**src/rtl/sched_issue_ctrl.sv**
```systemverilog
// Drain stage between the scheduler shift queue head and the DRAM command bus.
// Applies same-direction (T_CCD) and turnaround (T_WTR/T_RTW) spacing and pops the queue on accept.
module sched_issue_ctrl #(
  parameter int T_CCD = 4,
  parameter int T_WTR = 6,
  parameter int T_RTW = 3,
  parameter int CNT_W = 4
) (
  input  logic        clk,
  input  logic        rst,
  input  logic        valid_in_q,
  input  logic        rw_in_q,
  input  logic        cmd_ready,
  output logic        cmd_valid,
  output logic        cmd_rw,
  output logic        sh_en,
  output logic [1:0]  state,
  output logic        turnaround_stall,
  output logic [15:0] rd_issued,
  output logic [15:0] wr_issued
);

  typedef enum logic [1:0] {
    IDLE   = 2'd0,
    WAIT   = 2'd1,
    ISSUE  = 2'd2,
    UNUSED = 2'd3
  } state_e;

  localparam logic [CNT_W-1:0] CCD_C = CNT_W'(T_CCD);
  localparam logic [CNT_W-1:0] WTR_C = CNT_W'(T_WTR);
  localparam logic [CNT_W-1:0] RTW_C = CNT_W'(T_RTW);
  localparam logic [CNT_W-1:0] SAT_C = '1;

  state_e           state_q, state_d;
  logic             last_valid_q;
  logic             last_rw_q;
  logic [CNT_W-1:0] since_q, since_d;
  logic [15:0]      rd_q, wr_q;
  logic             ok;
  logic             accept;

  always_comb begin
    ok = 1'b1;
    if (last_valid_q) begin
      if (rw_in_q == last_rw_q)
        ok = (since_q >= CCD_C);
      else if (last_rw_q)
        ok = (since_q >= WTR_C);
      else
        ok = (since_q >= RTW_C);
    end
  end

  // Handshake outputs are gated by reset so they drop without waiting for an edge.
  assign cmd_valid        = rst & valid_in_q & ok;
  assign cmd_rw           = rw_in_q;
  assign accept           = cmd_valid & cmd_ready;
  assign sh_en            = accept;
  assign turnaround_stall = rst & valid_in_q & last_valid_q & (rw_in_q != last_rw_q) & ~ok;

  always_comb begin
    state_d = IDLE;
    if (valid_in_q)
      state_d = ok ? ISSUE : WAIT;
  end

  always_comb begin
    since_d = since_q;
    if (accept)
      since_d = {{(CNT_W-1){1'b0}}, 1'b1};
    else if (since_q != SAT_C)
      since_d = since_q + 1'b1;
  end

  always_ff @(posedge clk or negedge rst) begin
    if (!rst) begin
      state_q      <= IDLE;
      last_valid_q <= 1'b0;
      last_rw_q    <= 1'b0;
      since_q      <= '0;
      rd_q         <= '0;
      wr_q         <= '0;
    end else begin
      state_q <= state_d;
      since_q <= since_d;
      if (accept) begin
        last_valid_q <= 1'b1;
        last_rw_q    <= rw_in_q;
        if (rw_in_q)
          wr_q <= wr_q + 16'd1;
        else
          rd_q <= rd_q + 16'd1;
      end
    end
  end

  assign state     = state_q;
  assign rd_issued = rd_q;
  assign wr_issued = wr_q;

endmodule
```
**config.mk**
```make
export PLATFORM = sky130hd
export DESIGN_NAME = sched_issue_ctrl
export DESIGN_NICKNAME = d
export VERILOG_FILES = /design/src/rtl/sched_issue_ctrl.sv
export SDC_FILE = /design/constraint.sdc
export NUM_CORES = 1
export LEC_CHECK = 0
export ABC_CLOCK_PERIOD_IN_PS = 1400
export CAP_MARGIN = 20
export CORE_MARGIN = 5
export CORE_UTILIZATION = 30
export DETAILED_ROUTE_END_ITERATION = 8
export GPL_TIMING_DRIVEN = 0
export PLACE_DENSITY_LB_ADDON = 0.15
export SYNTH_ARGS = -nofsm -noshare
export SYNTH_HDL_FRONTEND = slang
export SYNTH_SLANG_ARGS = --single-unit
```
**constraint.sdc**
```tcl
create_clock -name clk -period 1.4 [get_ports clk]
set_input_delay 0.21 -clock clk [delete_from_list [all_inputs] [get_ports clk]]
set_output_delay 0.21 -clock clk [all_outputs]
set_load 0.005 [all_outputs]
```
Word-level counts from Yosys, hierarchy flattened. Index checks and enable logic that the tools add are counted. W data, S select, Z words.

Output and inout port bits: 38. Input port bits: 5. Register bits after elaboration: 40.

Mux-type cells: 7. Add/subtract/negate cells: 3. Eq/ne operators: 3. Bitwise gates (word level): 8. Reduce and logical (&&, ||, !) cells: 3. $lt $le $gt $ge: 3.

Operators with widths (count): $add A16 B1 Y16 const B (2); $ge A4 B3 Y1 const B (2); $mux W4 (2); $and A1 B1 Y1 (6); $add A4 B1 Y4 const B (1); $ge A4 B2 Y1 const B (1); $mux W2 (2); $ne A4 B4 Y1 const B (1); $reduce_and A2 Y1 (2); $mux W1 (3); $not A1 Y1 (2); $reduce_bool A2 Y1 (1); $eq A1 B1 Y1 (1); $ne A1 B1 Y1 (1).

Longest topological paths before layout.
Word-level depth: 7. Gate-level depth with buffers: 5. Gate-level depth less buffers: 5.

Worst setup path before layout. No wires, ideal clock.

Path type: reg-to-reg. Start: register since_q[1]. End: register wr_q[1] (netlist: wr_issued[1]). Data required time: 1.275 ns. Path buffers: 0. Setup time: 0.125 ns. Slack: -0.169 ns. Clock period less this slack: 1.569 ns. Stages on the path, launching flop included: 5. Arrival: 1.444 ns. Path through: dfrtp_1 ha_1 nand3b_1 a21oi_2 mux2_2.

Word-level cells in the longest chain between the ends: 7.

RTL lines: start: declaration (line 38) `logic [CNT_W-1:0] since_q, since_d;`; start signal: assignment (line 86) `since_q <= since_d;`; $ge A4 B2 Y1 / $ge A4 B3 Y1 (equally long branches) (line 51, 49); $mux W1 (line 48) `else if (last_rw_q)`; $mux W1 * (line 46) `if (rw_in_q == last_rw_q)`; $mux W1 * (line 45) `if (last_valid_q) begin`; $and A1 B1 Y1 * (line 56) `assign cmd_valid = rst & valid_in_q & ok;`; $and A1 B1 Y1 * (line 58) `assign accept = cmd_valid & cmd_ready;`; $reduce_and A2 Y1 (no line) *; end signal: assignment (line 91) `wr_q <= wr_q + 16'd1;`; end: declaration (line 39) `logic [15:0] rd_q, wr_q;`.

Mark *: on every way between the ends. The rest lies on a longest branch, timed or not. A chain may end at the register's enable or synchronous reset.

Worst setup path after layout.
Start: register since_q[1]. End: output turnaround_stall.

Word-level cells in the longest chain between the ends: 6.

RTL lines: $ge A4 B2 Y1 / $ge A4 B3 Y1 (equally long branches) (line 51, 49); $mux W1 (line 48); $mux W1 * (line 46); $mux W1 * (line 45); $not A1 Y1 * (line 60) `assign turnaround_stall = rst & valid_in_q & last_valid_q & (rw_in_q != last_rw_q) & ~ok;`; $and A1 B1 Y1 * (line 60); end: declaration (line 18) `output logic turnaround_stall,`.

Marks and branches as above.

==> run summary <==
Outcome -> complete, but fails checks
Failing checks -> setup timing
Maximum VDD drop -> 0.855 mV
First-pass DRT Iterations -> 4
LEAKAGE -> 1.74 nW
Worst EP required -> 1190 ps
DR vias/cell -> 4.85
Max cap viols -> 0
Final worst path period need -> 1870 ps
Clk buf depth -> 2
Cell Rows -> 29
RSZ-0062 raised after global routing -> yes
Synth Area in Adders -> 1.98%
Post-synth EDFFs -> 0
FF+latch count, synth -> 40
Comb power frac -> 44.8%
Hold Path Stages -> 2
Starting Density -> 30.3%
Dpl hpwl -> 2960 um
Post-synthesis compound-gate area fraction -> 3.24%
Clock net sink count -> 40
R2r worst-path depth -> 7
Setup_tns -> -7440 ps
NetSw -> 1.45 mW
Vias in the first global route -> 1852
Seq/Total Area, Yosys -> 52.9%
Clock share of power -> 18.6%
Num CTS Buffers -> 5
Pre-CTS WS -> -1110 ps
Setup-failing EPs final -> 42
Layout cells sized above 1 -> 42.3%
CP arrival -> 1660 ps
Drt first-iter violations -> 37
Clock latency on the worst-skew pair -> 290 ps
Asr flop ratio synth -> 100%
Synth cell types -> 34
CTS tree -> built
Crit. End Element -> output pin
R2R Path Start -> since_q[1]$_DFFE_PN0P_
Period utilization -> 134%
Register area -> 0.00100 mm^2
Main combinational cell family by area after synthesis -> simple AND/OR/NAND/NOR gates
Internal power -> 2.83 mW
Layout area overhead -> 74.6%
Xor and xnor area share after synthesis -> 14.8%
Final Hold Viols -> 0
Vias -> 1694
Mean Syn Cell Area -> 11.3 um^2
Startpoint class of the critical path -> register
Number of remaining DRC errors -> 0
WL per Instance -> 15.6 um
Slew Limit Fails -> 0
Sequential fraction of design power -> 36.6%
Final ANT Viol Nets -> 0
Gr ovfl total -> 0
Worst setup margin -> -473 ps
Slew @ Worst Pin -> 591 ps
Kind of critical path -> register to output pin
GP Congestion -> 0.783
Power Total -> 4.28 mW
Clk pin slew, worst setup/hold paths -> 80 ps
Die height -> 89.4 um
FF-to-FF setup slack -> -350 ps
Total Wirelength -> 5450 um
Mapped Nets -> 175
Nets -> 279
Initial antenna violation count -> 0
Hold Crit Class -> primary input to register
# IOs -> 43
Hold Path End -> state[0]$_DFF_PN0_
Post-Syn Area -> 0.00189 mm^2
Die X -> 89.4 um
Max FO, Critical Path -> 3
Multi-input gate area -> 0.00116 mm^2
Root Driver -> clkbuf_8
IO Port Bufs -> 42
PwrDens -> 1300 mW/mm^2
Fin Clk Skew -> 6.03 ps
CORE AREA -> 0.00624 mm^2
Ys Warns -> 0
Fillers -> 572
Final hold slack -> 394 ps
Synth Area in Simple Gates -> 24.4%
Hold Crit Start -> valid_in_q
CTS HTree Levels -> 2
Die Area -> 0.00800 mm^2
Fmax -> 534 MHz
Switching share of total power -> 33.8%
Slew headroom -> 60.4%
Core Util, Final -> 52.9%
Largest net degree at the start of global routing -> 28
First-pass GRT wire length -> 9080 um
Synth Instances -> 167
Reg2reg end -> rd_issued[12]$_DFFE_PN0P_
Antenna cells -> 0
Post-synth top flop -> dfrtp_1
Mux cell area share after synthesis -> 1.72%
Gr usage total -> 14.8%
## Yosys cell counts (all sizes together), types with 2 or more instances
cell type	number	area, um^2
and3	10	62.6
nor4	2	12.5
ha	3	37.5
xnor2	28	245
and4	5	43.8
nand2	7	26.3
clkbuf	3	11.3
mux2	2	22.5
or3	3	18.8
nor3b	2	20.0
and2	5	31.3
nand4	16	100
nand3	14	70.1
a21oi	3	22.5
nor3	2	10.0
dfrtp	40	1000
nor2	6	25.0
xor2	4	35.0
## worst max-delay path: stages, from the launching register on
cell and delay, ps:
dfrtp_1 430, ha_4 160, nand3b_1 110, and2_4 180
a21oi_2 150, buf_4 140, buf_6 80, nor2_2 20
buf_2 120
## cell type report
class                      instances  share of cell area, %
sequential                        40                   30.4
timing repair buffer              98                   28.3
clock buffer                       8                   2.73
tap                               77                   2.92
buffer                             2                  0.379
multi-input combinational        124                   35.3
## cell families (layout without fill, tap and decap cells)
family / Yosys count / after routing
compound gates: 8 / 9
fa+ha+maj: 3 / 3
xor+xnor: 32 / 32
simple gates: 77 / 77
flops: 40 / 40
buf+inv: 4 / 108
mux: 3 / 3
## cells in the final DEF, fill, tap and decap left out, types with 3 or more instances in the layout
cell / synthesis / final
nand2_1: 7 / 4
dfrtp_2: 0 / 3
or3_4: 0 / 3
dfrtp_1: 40 / 37
nand4_1: 16 / 16
and3_1: 10 / 10
buf_6: 0 / 13
nand3_1: 14 / 5
dlymetal6s2s_1: 0 / 12
nor2_4: 0 / 3
xor2_1: 4 / 4
clkbuf_8: 0 / 6
buf_4: 1 / 38
xnor2_2: 0 / 5
and4_1: 5 / 4
dlygate4sd2_1: 0 / 16
nand3_2: 0 / 8
clkdlybuf4s50_1: 0 / 9
a21oi_4: 0 / 3
buf_2: 0 / 4
xnor2_1: 28 / 23
## per-layer routing
metal	share of wire, %	GRT usage, %	up-vias
met3	3.9	3.59	7
li1	-	-	811
met5	0	0	-
met1	43	17.6	841
met2	52	25.8	35
met4	1.4	5.14	0
## through the flow
stage / instance area [um^2] / std cells
after floorplan: 1900 / 167
after global placement: 2420 / 286
after detailed placement: 2430 / 287
after CTS: 3140 / 342
after global routing: 3300 / 349
final: 3300 / 349
## power by group through the flow
| stage | Combinational (mW) | Clock [mW] | Sequential, mW |
|---|---|---|---|
| finish | 1.92 | 0.799 | 1.57 |
| floorplan | 0.497 | 0 | 1.58 |
| detailed placement | 0.928 | 0 | 1.63 |
| global placement | 0.911 | 0 | 1.62 |
| global route | 2.10 | 0.873 | 1.60 |
| CTS | 1.69 | 0.820 | 1.56 |
## worst max path at each step
stage	startpoint	endpoint	cells past startpoint
floorplan	since_q[1]$_DFFE_PN0P_	wr_issued[1]$_DFFE_PN0P_	4
global placement	rst	sh_en	5
detailed placement	rw_in_q	cmd_valid	6
CTS	since_q[1]$_DFFE_PN0P_	turnaround_stall	7
global route	since_q[1]$_DFFE_PN0P_	turnaround_stall	8
finish	since_q[1]$_DFFE_PN0P_	turnaround_stall	8
## flip-flops by register name, indices dropped and copies added (netlist names)
register      count
wr_issued        16
state             2
rd_issued        16
since_q           4
last_valid_q      1
last_rw_q         1
## what timing repair did
item                       CTS  global route
resized for setup           87            34
hold endpoints to repair    13             0
pin swaps                   34            20
cloned                       2             0
setup endpoints to repair   72            56
hold buffers                 2             0
setup buffers               46            11
(Power assumes the default switching activity.)
